===== src/rtl/ifu_pkg.sv =====
// Shared constants, flush FSM encoding and im_addr width helper for the IFU F/D stage.
package ifu_pkg;

  localparam logic [31:0] RESET_PC_DEFAULT = 32'h0000_3000;
  localparam logic [31:0] IM_BASE_DEFAULT  = 32'h0000_3000;
  localparam int          IM_WORDS_DEFAULT = 4096;
  localparam logic [31:0] NOP_INSTR        = 32'h0000_0000;

  typedef enum logic {
    FLUSH_IDLE = 1'b0,
    FLUSH_PEND = 1'b1
  } flush_state_e;

  function automatic int im_addr_width(input int words);
    return (words > 1) ? $clog2(words) : 1;
  endfunction

endpackage


===== src/rtl/ifu_fd_stage_fd_pipe_reg.sv =====
// D-stage register bank: pc_D, instr_D, valid_D, fetch_err_D; 1-cycle latency.
// Backpressure: load=0 holds every field; squash loads a NOP marked not-valid.
module fd_pipe_reg
  import ifu_pkg::*;
(
  input  logic        clk,
  input  logic        reset,
  input  logic        load,
  input  logic        squash,
  input  logic [31:0] pc_in,
  input  logic [31:0] instr_in,
  input  logic        err_in,
  output logic [31:0] pc_D,
  output logic [31:0] instr_D,
  output logic        valid_D,
  output logic        fetch_err_D
);

  logic [31:0] pc_q, pc_d;
  logic [31:0] instr_q, instr_d;
  logic        valid_q, valid_d;
  logic        err_q, err_d;

  always_comb begin
    pc_d    = pc_q;
    instr_d = instr_q;
    valid_d = valid_q;
    err_d   = err_q;
    if (load) begin
      pc_d = pc_in;
      // A squashed slot keeps its PC but never reports a fault.
      if (squash) begin
        instr_d = NOP_INSTR;
        valid_d = 1'b0;
        err_d   = 1'b0;
      end else begin
        instr_d = instr_in;
        valid_d = ~err_in;
        err_d   = err_in;
      end
    end
  end

  always_ff @(posedge clk) begin
    if (reset) begin
      pc_q    <= 32'h0;
      instr_q <= NOP_INSTR;
      valid_q <= 1'b0;
      err_q   <= 1'b0;
    end else begin
      pc_q    <= pc_d;
      instr_q <= instr_d;
      valid_q <= valid_d;
      err_q   <= err_d;
    end
  end

  assign pc_D        = pc_q;
  assign instr_D     = instr_q;
  assign valid_D     = valid_q;
  assign fetch_err_D = err_q;

endmodule


===== src/rtl/ifu_fd_stage.sv =====
// Fetch PC, imem range check and F/D register; instr at pc_F reaches D one edge later.
// stall freezes F and D; a flush seen under stall is deferred to the first unstalled edge. Optional fetch_cnt: IFU_FETCH_CNT_EN.
module ifu_fd_stage
  import ifu_pkg::*;
#(
  parameter logic [31:0] RESET_PC = RESET_PC_DEFAULT,
  parameter logic [31:0] IM_BASE  = IM_BASE_DEFAULT,
  parameter int          IM_WORDS = IM_WORDS_DEFAULT,
  localparam int         IM_AW    = im_addr_width(IM_WORDS)
) (
  input  logic             clk,
  input  logic             reset,
  input  logic             stall,
  input  logic             flush,
  input  logic [31:0]      npc,
  input  logic [31:0]      im_rdata,
  output logic [IM_AW-1:0] im_addr,
  output logic [31:0]      pc_F,
  output logic [31:0]      pc_D,
  output logic [31:0]      pc8_D,
  output logic [31:0]      instr_D,
  output logic             valid_D,
  output logic             fetch_err_D,
  output logic [31:0]      fetch_cnt
);

  logic [31:0]  pc_f_q, pc_f_d;
  flush_state_e flush_q, flush_d;
  logic [31:0]  im_off;
  logic [32:0]  im_end;
  logic         f_err;
  logic [31:0]  instr_f;
  logic         load;
  logic         squash;

  // End bound kept in 33 bits so a region touching 2^32 still compares correctly.
  assign im_end  = {1'b0, IM_BASE} + (33'(IM_WORDS) << 2);
  assign im_off  = pc_f_q - IM_BASE;
  assign im_addr = IM_AW'(im_off >> 2);
  assign f_err   = (pc_f_q[1:0] != 2'b00) | (pc_f_q < IM_BASE) | ({1'b0, pc_f_q} >= im_end);
  assign instr_f = f_err ? NOP_INSTR : im_rdata;

  assign load   = ~stall;
  assign squash = flush | (flush_q == FLUSH_PEND);

  always_comb begin
    pc_f_d  = stall ? pc_f_q : npc;
    flush_d = flush_q;
    case (flush_q)
      FLUSH_IDLE: if (flush && stall) flush_d = FLUSH_PEND;
      FLUSH_PEND: if (!stall) flush_d = FLUSH_IDLE;
      default:    flush_d = FLUSH_IDLE;
    endcase
  end

  always_ff @(posedge clk) begin
    if (reset) begin
      pc_f_q  <= RESET_PC;
      flush_q <= FLUSH_IDLE;
    end else begin
      pc_f_q  <= pc_f_d;
      flush_q <= flush_d;
    end
  end

  fd_pipe_reg u_fd_pipe_reg (
    .clk         (clk),
    .reset       (reset),
    .load        (load),
    .squash      (squash),
    .pc_in       (pc_f_q),
    .instr_in    (instr_f),
    .err_in      (f_err),
    .pc_D        (pc_D),
    .instr_D     (instr_D),
    .valid_D     (valid_D),
    .fetch_err_D (fetch_err_D)
  );

  assign pc_F  = pc_f_q;
  assign pc8_D = pc_D + 32'd8;

`ifdef IFU_FETCH_CNT_EN
  logic [31:0] fetch_cnt_q, fetch_cnt_d;

  always_comb begin
    fetch_cnt_d = fetch_cnt_q;
    if (load && !squash && !f_err) fetch_cnt_d = fetch_cnt_q + 32'd1;
  end

  always_ff @(posedge clk) begin
    if (reset) fetch_cnt_q <= 32'h0;
    else       fetch_cnt_q <= fetch_cnt_d;
  end

  assign fetch_cnt = fetch_cnt_q;
`else
  assign fetch_cnt = 32'h0;
`endif

endmodule


===== config.mk =====
export PLATFORM = sky130hd
export DESIGN_NAME = ifu_fd_stage
export DESIGN_NICKNAME = d
export VERILOG_FILES = /design/src/rtl/ifu_pkg.sv /design/src/rtl/ifu_fd_stage_fd_pipe_reg.sv /design/src/rtl/ifu_fd_stage.sv
export SDC_FILE = /design/constraint.sdc
export NUM_CORES = 1
export LEC_CHECK = 0
export BUFFER_PORTS_ARGS = -buffer_cell sky130_fd_sc_hd__buf_2
export CAP_MARGIN = 40
export CELL_PAD_IN_SITES_DETAIL_PLACEMENT = 2
export CELL_PAD_IN_SITES_GLOBAL_PLACEMENT = 2
export CORE_MARGIN = 4
export CORE_UTILIZATION = 27
export CTS_CLUSTER_DIAMETER = 30
export DETAILED_ROUTE_END_ITERATION = 8
export GPL_TIMING_DRIVEN = 1
export HOLD_SLACK_MARGIN = 0.02
export PLACE_DENSITY = 0.94
export SLEW_MARGIN = 0
export SYNTH_ARGS = -nofsm -noshare
export SYNTH_HDL_FRONTEND = slang
export SYNTH_SLANG_ARGS = --single-unit
export TNS_END_PERCENT = 1

===== constraint.sdc =====
create_clock -name clk -period 4.9 [get_ports clk]
set_input_delay 0.735 -clock clk [delete_from_list [all_inputs] [get_ports clk]]
set_output_delay 0.735 -clock clk [all_outputs]
set_load 0.01 [all_outputs]

Word level (Yosys, flattened, before mapping)
Index checks and enable logic that the tools add are counted.
{"block": "word_totals", "register_bits": 99, "inputBits": 68, "output_inout_bits": 174, "elab_cells": 24}
{"block": "op_classes", "addsub": 2, "n_lt_le_gt_ge": 2, "muxes": 7, "n_bitwise": 5, "reduce_logical": 2}
{"operator": "$mux 32", "n": 2}
{"operator": "$add 32x4->32 const B", "n": 1}
{"operator": "$ge 32x15->1 const B", "n": 1}
{"operator": "$lt 32x14->1 const B", "n": 1}
{"operator": "$sub 14x14->14 const B", "n": 1}
{"operator": "$mux 1", "n": 4}
{"operator": "$or 1x1->1", "n": 3}
{"operator": "$not 1->1", "n": 2}
{"operator": "$pmux 1 s2", "n": 1}
{"operator": "$reduce_bool 2->1", "n": 1}
{"operator": "$logic_and 1x1->1", "n": 1}

Depth between registers and ports, before layout
Gate-level depths: netlist of run 1.
{"block": "depth", "depth_word": 5, "ltp_mapped": 6, "depth_no_buf": 5}

Modules after synthesis
Synthesis of run 1 repeated with hierarchy kept, for this count alone.
{"block": "unflattened", "cells_unflattened": 531, "area_unflattened_um2": 4848.4}
{"mod": "fd_pipe_reg", "instances": 1, "cells_each": 253, "area_per_inst_um2": 2507.4, "seq_area_each_um2": 1321.3}
{"mod": "ifu_fd_stage", "instances": 1, "cells_each": 278, "area_per_inst_um2": 2341.0, "seq_area_each_um2": 660.6}

Worst setup path after synthesis of run 1
No wires, ideal clock.
{"block": "synth_path", "path_kind": "flip-flop to output port", "startpoint": "register u_fd_pipe_reg.pc_q[3], in the netlist u_fd_pipe_reg.pc_D[3]", "endpoint": "output pc8_D[25]", "arrival_time_ns": 1.630, "required_ns": 4.165, "setup_slack_ns": 2.535, "path_stages_with_launch": 6, "path_buffers": 0, "path_cell_list": "dfxtp_1 ha_1 nand3_1 nor4_4 nand4_1 xnor2_1"}
{"block": "synth_between", "elab_chain_len": 1}
{"item": "start: declaration", "line_no": "ifu_fd_stage_fd_pipe_reg.sv:19", "rtl": "logic [31:0] pc_q, pc_d;"}
{"item": "start signal: assignment", "line_no": "ifu_fd_stage_fd_pipe_reg.sv:51", "rtl": "pc_q <= pc_d;"}
{"item": "$add 32x4->32", "line_no": "ifu_fd_stage.sv:81", "rtl": "assign pc8_D = pc_D + 32'd8;"}
{"item": "end: declaration", "line_no": "ifu_fd_stage.sv:20", "rtl": "output logic [31:0] pc8_D,"}
Every way passes these cells.

Worst setup path after layout of run 1
{"block": "layout_path", "startpoint": "register u_fd_pipe_reg.pc_q[3], in the netlist u_fd_pipe_reg.pc_D[3]", "endpoint": "output pc8_D[31]"}
The elaborated chain is that of the path after synthesis.

==> out/summary.txt, run 1 <==
YS warnings: 0
I/O Buffers: 209
CTS root buffer: clkbuf_16
FMAX: 302 MHz
Pin count of the biggest net entering global routing: 67
Final hold viol count: 0
Total gr overflow: 0
Die Wd: 134 um
Antenna violations before repair: 0
Final-report setup violation count: 0
Ys async rst share: 0%
Die height: 134 um
Post-cts repair resize count: 0
Hpwl dp: 11500 um
Least-Margin Pin Slew: 0.706 ns
Status: finished clean
CTS sink cnt: 99
Peak VDD IR: 0.000140 V
Post-synthesis compound-gate area fraction: 7.46%
GRT Total Usage: 15.9%
Die Footprint: 17800 um^2
CTS H-tree depth: 3
Crit path kind: reg -> out
P&R area growth vs syn: 32.4%
Mapped Area: 4260 um^2
Placed inst area: 5310 um^2
Vias per cell: 4.48
Clk_skew: 0.00851 ns
Post-Synth XOR/XNOR Area: 5.76%
Leakage: 2.98 nW
Fin Setup TNS: 0 ns
Global-route wire length before repair: 22600 um
Initial DRC count: 131
Final non-filler cell total: 825
Cells after synthesis: 421
Hold Crit Class: reg -> reg
Count of cell types in the netlist: 31
IO Pins: 242
DR pass1 iterations: 4
RSZ-0062 raised after global routing: false
Syn Area/Cell: 10.1 um^2
Mux share of post-synthesis cell area: 14.6%
Via count: 3698
Final RePlAce weighted congestion: 0.784
Post-synthesis adder-cell area fraction: 0.588%
Worst-skew pair later-pin latency: 0.34 ns
Total Wirelength: 14400 um
Clock Path Buffers: 2
Post-layout util: 36.8%
Largest family of logic cells by synthesized area: multiplexers
Post-route ant nets: 0
CORE AREA: 15300 um^2
CTS tree: yes
Starting Density: 27.8%
Crit path capture type: output port
Antenna diode count: 0
Final Instance Area: 5640 um^2
Row count: 45
Vias in the first global route: 4018
Arr. time, crit path: 2.57 ns
Post-synthesis sequential area ratio: 46.5%
Final critical-path required period: 3.31 ns
Share of cells above drive strength 1: 38.3%
NumNets Final: 679
Power Density: 329 nW/um^2
Synth Area in Simple Gates: 14.1%
Seq cells post-synth: 99
Clock Pin Slew Worst Setup and Hold Paths: 0.07 ns
Crit start category: register
EDFF count, synth: 0
Post-synth top flop: dfxtp_1
Data required time of the critical path: 4.16 ns
Total power after layout: 1.86 mW
Crit share post-route: 67.5%
Cts bufs inserted: 9
Maxcap violations: 0
WL per Instance: 17.5 um
Post-Place Cells: 809
Critical Path Fanout Max: 7
Hold Buf Count CTS: 0
Max Slew Vio Count: 0
Slew headroom: 52.9%
Post-CTS setup buffer count: 0
Residual DRC: 0
[where the power goes]
group	internal, mW	switching, mW	leakage [nW]
logic	0.0883	0.117	2.00
registers	0.832	0.0365	0.807
clock network	0.467	0.317	0.164
[flip-flops by register name, summed over array words and instances (netlist names)]
register,count
flush_q,1
pc_F,32
u_fd_pipe_reg.fetch_err_D,1
u_fd_pipe_reg.instr_D,32
u_fd_pipe_reg.pc_D,32
u_fd_pipe_reg.valid_D,1
[cell type report]
type	count	area (um^2)
fillers	1749	9680
flip-flops and latches	99	1980
multi-input cells	282	1930
repair buffers	213	1110
well taps	211	264
clock buffers	10	239
clock inverters	6	95.1
inverters	4	15.0
[logic make-up after synthesis]
family,count (synthesis)
flip-flops,99
other,1
multiplexers,62
adder cells (fa/ha/maj),2
buffers and inverters,71
AND/OR/NAND/NOR,121
AO/OA/AOI/OAI,37
XOR/XNOR,28
[metrics by stage]
step                      hold slack, ns  worst slack [ns]
after floorplan                    0.442              2.54
after global placement             0.443              1.87
after detailed placement           0.454              1.91
after CTS                          0.483              1.52
after global routing               0.499              1.40
final                              0.480              1.59
[synthesized netlist by cell type (4+ instances only)]
| cell type | instances | area, um^2 |
|---|---|---|
| nor4_1 | 4 | 25.0 |
| a22o_1 | 32 | 280 |
| xnor2_1 | 20 | 175 |
| inv_1 | 4 | 15.0 |
| xor2_1 | 8 | 70.1 |
| nand4_1 | 9 | 56.3 |
| nor2_1 | 68 | 255 |
| nand3_1 | 12 | 60.1 |
| mux2i_1 | 62 | 621 |
| buf_2 | 6 | 30.0 |
| buf_4 | 45 | 338 |
| clkbuf_1 | 12 | 45.0 |
| nand2_1 | 11 | 41.3 |
| dfxtp_1 | 99 | 1980 |
[path summary, 6_finish.rpt]
check / from / to / slack [ns] / depth (start not counted)
min reg2reg: u_fd_pipe_reg.valid_D / u_fd_pipe_reg.valid_D / 0.48 / 1
min: u_fd_pipe_reg.valid_D / u_fd_pipe_reg.valid_D / 0.48 / 1
max reg2reg: pc_F[31] / u_fd_pipe_reg.instr_D[28] / 2.91 / 5
max: u_fd_pipe_reg.pc_D[3] / pc8_D[31] / 1.59 / 6
[critical path, stage by stage (launching register included)]
cell and delay, ns:
dfxtp_1 0.47, ha_1 0.28, nand3_1 0.20, nor4_4 0.60, nand4_1 0.30, xnor2_1 0.22
buf_2 0.16
[routing by layer]
layer  share of wire, %  global-route usage [%]  up-vias
li1                   -                       -     1749
met1                 40                    18.0     1767
met2                 50                    27.9      167
met3                8.5                    5.44       15
met4                1.5                    5.20        0
met5                  0                       0        -
[layout by cell type (no fill, tap or decap)]
master     instances
a211o_1            2
a21o_1             1
a22o_1            32
and2_0             1
and3_1             2
and4_1             3
buf_16             1
buf_2            208
buf_4              2
buf_8              2
bufinv_16          2
clkbuf_16          9
clkbuf_8           1
clkinv_4           2
conb_1            32
dfxtp_1           99
ha_1               2
inv_1              4
inv_6              2
mux2i_1           62
nand2_1           11
nand3_1           12
nand4_1            9
nand4_2            1
nor2_1            68
nor2b_1            2
nor2b_2            1
nor3_1             3
nor3_4             1
nor4_1             4
nor4_4             2
o21a_1             1
o21ai_1            1
or4_4              1
xnor2_1           20
xor2_1             8
(Power assumes the default switching activity.)
==> run 2, diff against run 1 <==
--- a/config.mk
+++ b/config.mk
@@ -10,12 +10,12 @@
 export CELL_PAD_IN_SITES_DETAIL_PLACEMENT = 2
 export CELL_PAD_IN_SITES_GLOBAL_PLACEMENT = 2
 export CORE_MARGIN = 4
-export CORE_UTILIZATION = 27
+export CORE_UTILIZATION = 25
 export CTS_CLUSTER_DIAMETER = 30
 export DETAILED_ROUTE_END_ITERATION = 8
 export GPL_TIMING_DRIVEN = 1
 export HOLD_SLACK_MARGIN = 0.02
-export PLACE_DENSITY = 0.94
+export PLACE_DENSITY = 0.89
 export SLEW_MARGIN = 0
 export SYNTH_ARGS = -nofsm -noshare
 export SYNTH_HDL_FRONTEND = slang
==> constraint.sdc (replaced) <==
create_clock -name clk -period 3.25 [get_ports clk]
set_input_delay 0.4875 -clock clk [delete_from_list [all_inputs] [get_ports clk]]
set_output_delay 0.4875 -clock clk [all_outputs]
set_load 0.01 [all_outputs]
==> out/summary.txt, run 2 (synthesis gave the netlist of run 1 again) <==
Status: finished clean
Arr. time, crit path: 2.45 ns (-0.12 ns)
Die Footprint: 19200 um^2 (+7.5%)
Final critical-path required period: 2.94 ns
Crit share post-route: 90.4%
Residual DRC: 0 (unchanged)
Crit start category: register
Starting Density: 25.6% (-2.2 points)
Die height: 139 um (+3.7%)
Leakage: 2.96 nW (-0.60%)
Total power after layout: 2.80 mW (+51%)
Total gr overflow: 0 (unchanged)
Slowest cell on crit path: nor4_4
Share of cells above drive strength 1: 38.3% (unchanged)
P&R area growth vs syn: 31.7%
Worst r2r src: pc_F[31]
CORE AREA: 16600 um^2 (+8.7%)
Post-CTS setup buffer count: 0 (unchanged)
Via count: 3701 (+0.081%)
Row count: 47 (+4.4%)
Most frequent cells in the layout: 208 x buf_2, 99 x dfxtp_1, 68 x nor2_1, 62 x mux2i_1
Total Wirelength: 15000 um (+4.0%)
Critical Path Source: u_fd_pipe_reg.pc_D[3]
IO Pins: 242 (unchanged)
GRT Total Usage: 15.5% (-0.38 points)
Crit-path most repeated cell: nand3_1
Most common cell after layout, fill and taps aside: buf_2
FMAX: 340 MHz
WL per Instance: 18.0 um (+2.9%)
Worst-skew pair later-pin latency: 0.34 ns (about the same)
Slew headroom: 53.2% (+0.27 points)
CP Cell Sequence: ha_1, nand3_1, nor4_4, nand3_1, xnor2_1, buf_2
Peak VDD IR: 0.000227 V (+62%)
Hold Buf Count CTS: 0 (unchanged)
Antenna violations before repair: 0 (unchanged)
Vias in the first global route: 4228 (+5.2%)
Clock Path Buffers: 2 (unchanged)
CTS sink cnt: 99 (unchanged)
RSZ-0062 raised after global routing: false
Power Density: 500 nW/um^2 (+52%)
Hold Crit Class: in -> reg
Clk network pwr share: 42.4% (+0.2 points)
CP max stage delay: 0.61 ns (about the same)
Maxcap violations: 0 (unchanged)
Final RePlAce weighted congestion: 0.753 (-3.9%)
Sequential power share: 46.7% (about the same)
Final-report setup violation count: 0 (unchanged)
Max Slew Vio Count: 0 (unchanged)
Die Wd: 139 um (+3.7%)
Pin count of the biggest net entering global routing: 44 (-34%)
Fillers: 1897 (+8.5%)
Post-cts repair resize count: 0 (unchanged)
Logic pwr share: 10.9% (about the same)
Post-route ant nets: 0 (unchanged)
CTS H-tree depth: 3 (unchanged)
Crit path capture type: output port
Crit path kind: reg -> out
Global-route wire length before repair: 24100 um (+6.4%)
I/O Buffers: 209 (unchanged)
Least-Margin Pin Slew: 0.702 ns (-0.00407 ns)
Vias per cell: 4.44 (-1.0%)
NumNets Final: 679 (unchanged)
Hpwl dp: 11900 um (+3.7%)
Initial DRC count: 53 (-60%)
Cts bufs inserted: 9 (unchanged)
Data required time of the critical path: 2.76 ns (-1.40 ns)
Sw frac: 26.2% (+0.84 points)
Min Hold Slack: 0.352 ns (-0.128 ns)
Antenna diode count: 0 (unchanged)
Internal power: 2.07 mW (+49%)
Clk_skew: 0.00960 ns (+0.00109 ns)
Net Sw Power: 0.734 mW (+56%)
Clock Pin Slew Worst Setup and Hold Paths: 0.08 ns (about the same)
Critical Path Fanout Max: 7 (unchanged)
CTS tree: yes
DR pass1 iterations: 4 (unchanged)
CTS root buffer: clkbuf_16
Final hold viol count: 0 (unchanged)
Hold wc startpoint: im_rdata[15]
Fin Setup TNS: 0 ns (unchanged)
## run 2: changes by cell type in the layout (fill, tap and decap cells not counted), sizes merged
cell,change
clkinv,-2
inv,+2
clkinvlp,+1
clkbuf,-1
## run 2: worst paths after layout
check | end | slack [ns] | cells after the start
setup / recovery | pc8_D[27] | 0.31 | 6
hold / removal | u_fd_pipe_reg.instr_D[15] | 0.35 | 2
setup reg to reg | u_fd_pipe_reg.instr_D[19] | 1.35 | 5
hold reg to reg | u_fd_pipe_reg.instr_D[2] | 0.49 | 1
## run 2: per-layer routing
metal,GRT usage (%),share of wire [%],up-vias
met1,17.6,39,1789
li1,-,-,1746
met4,4.68,1.6,0
met2,27.9,51,151
met5,0,0,-
met3,4.70,7.5,15
## run 2: layout make-up
cell class	count	area (um^2)	share of cell area (%)
flip-flops and latches	99	1980	35.3
well taps	220	275	4.91
multi-input cells	282	1930	34.4
clock inverters	7	103	1.83
clock buffers	9	225	4.02
inverters	4	15.0	0.268
repair buffers	213	1080	19.2
## run 2: critical path: cells and delay by family, from the launching register on
family	cells	cell delay [ns]
and+or+nand+nor	3	1.00
xor gates and xnor gates	1	0.20
DFF	1	0.45
buffers and inverters	1	0.18
adders and majority gates	1	0.28
## run 2: power groups by stage
| stage | clock [mW] | combinational (mW) | sequential (mW) |
|---|---|---|---|
| final | 1.19 | 0.306 | 1.31 |
| after global routing | 1.28 | 0.338 | 1.32 |
| after CTS | 1.22 | 0.313 | 1.31 |
| after detailed placement | 0 | 0.312 | 1.34 |
| after global placement | 0 | 0.299 | 1.33 |
| after floorplan | 0 | 0.187 | 1.34 |
## run 2: per-stage QoR
step | util [%] | cell area, um^2 | worst slack [ns] | std cells
2_1_floorplan | - | 4380 | 1.13 | 452
3_3_place_gp | 31.7 | 5280 | 0.828 | 818
3_5_place_dp | 31.7 | 5280 | 0.709 | 818
4_1_cts | 33.7 | 5610 | 0.273 | 834
5_1_grt | 33.7 | 5610 | 0.160 | 834
6_report | 33.7 | 5610 | 0.311 | 834
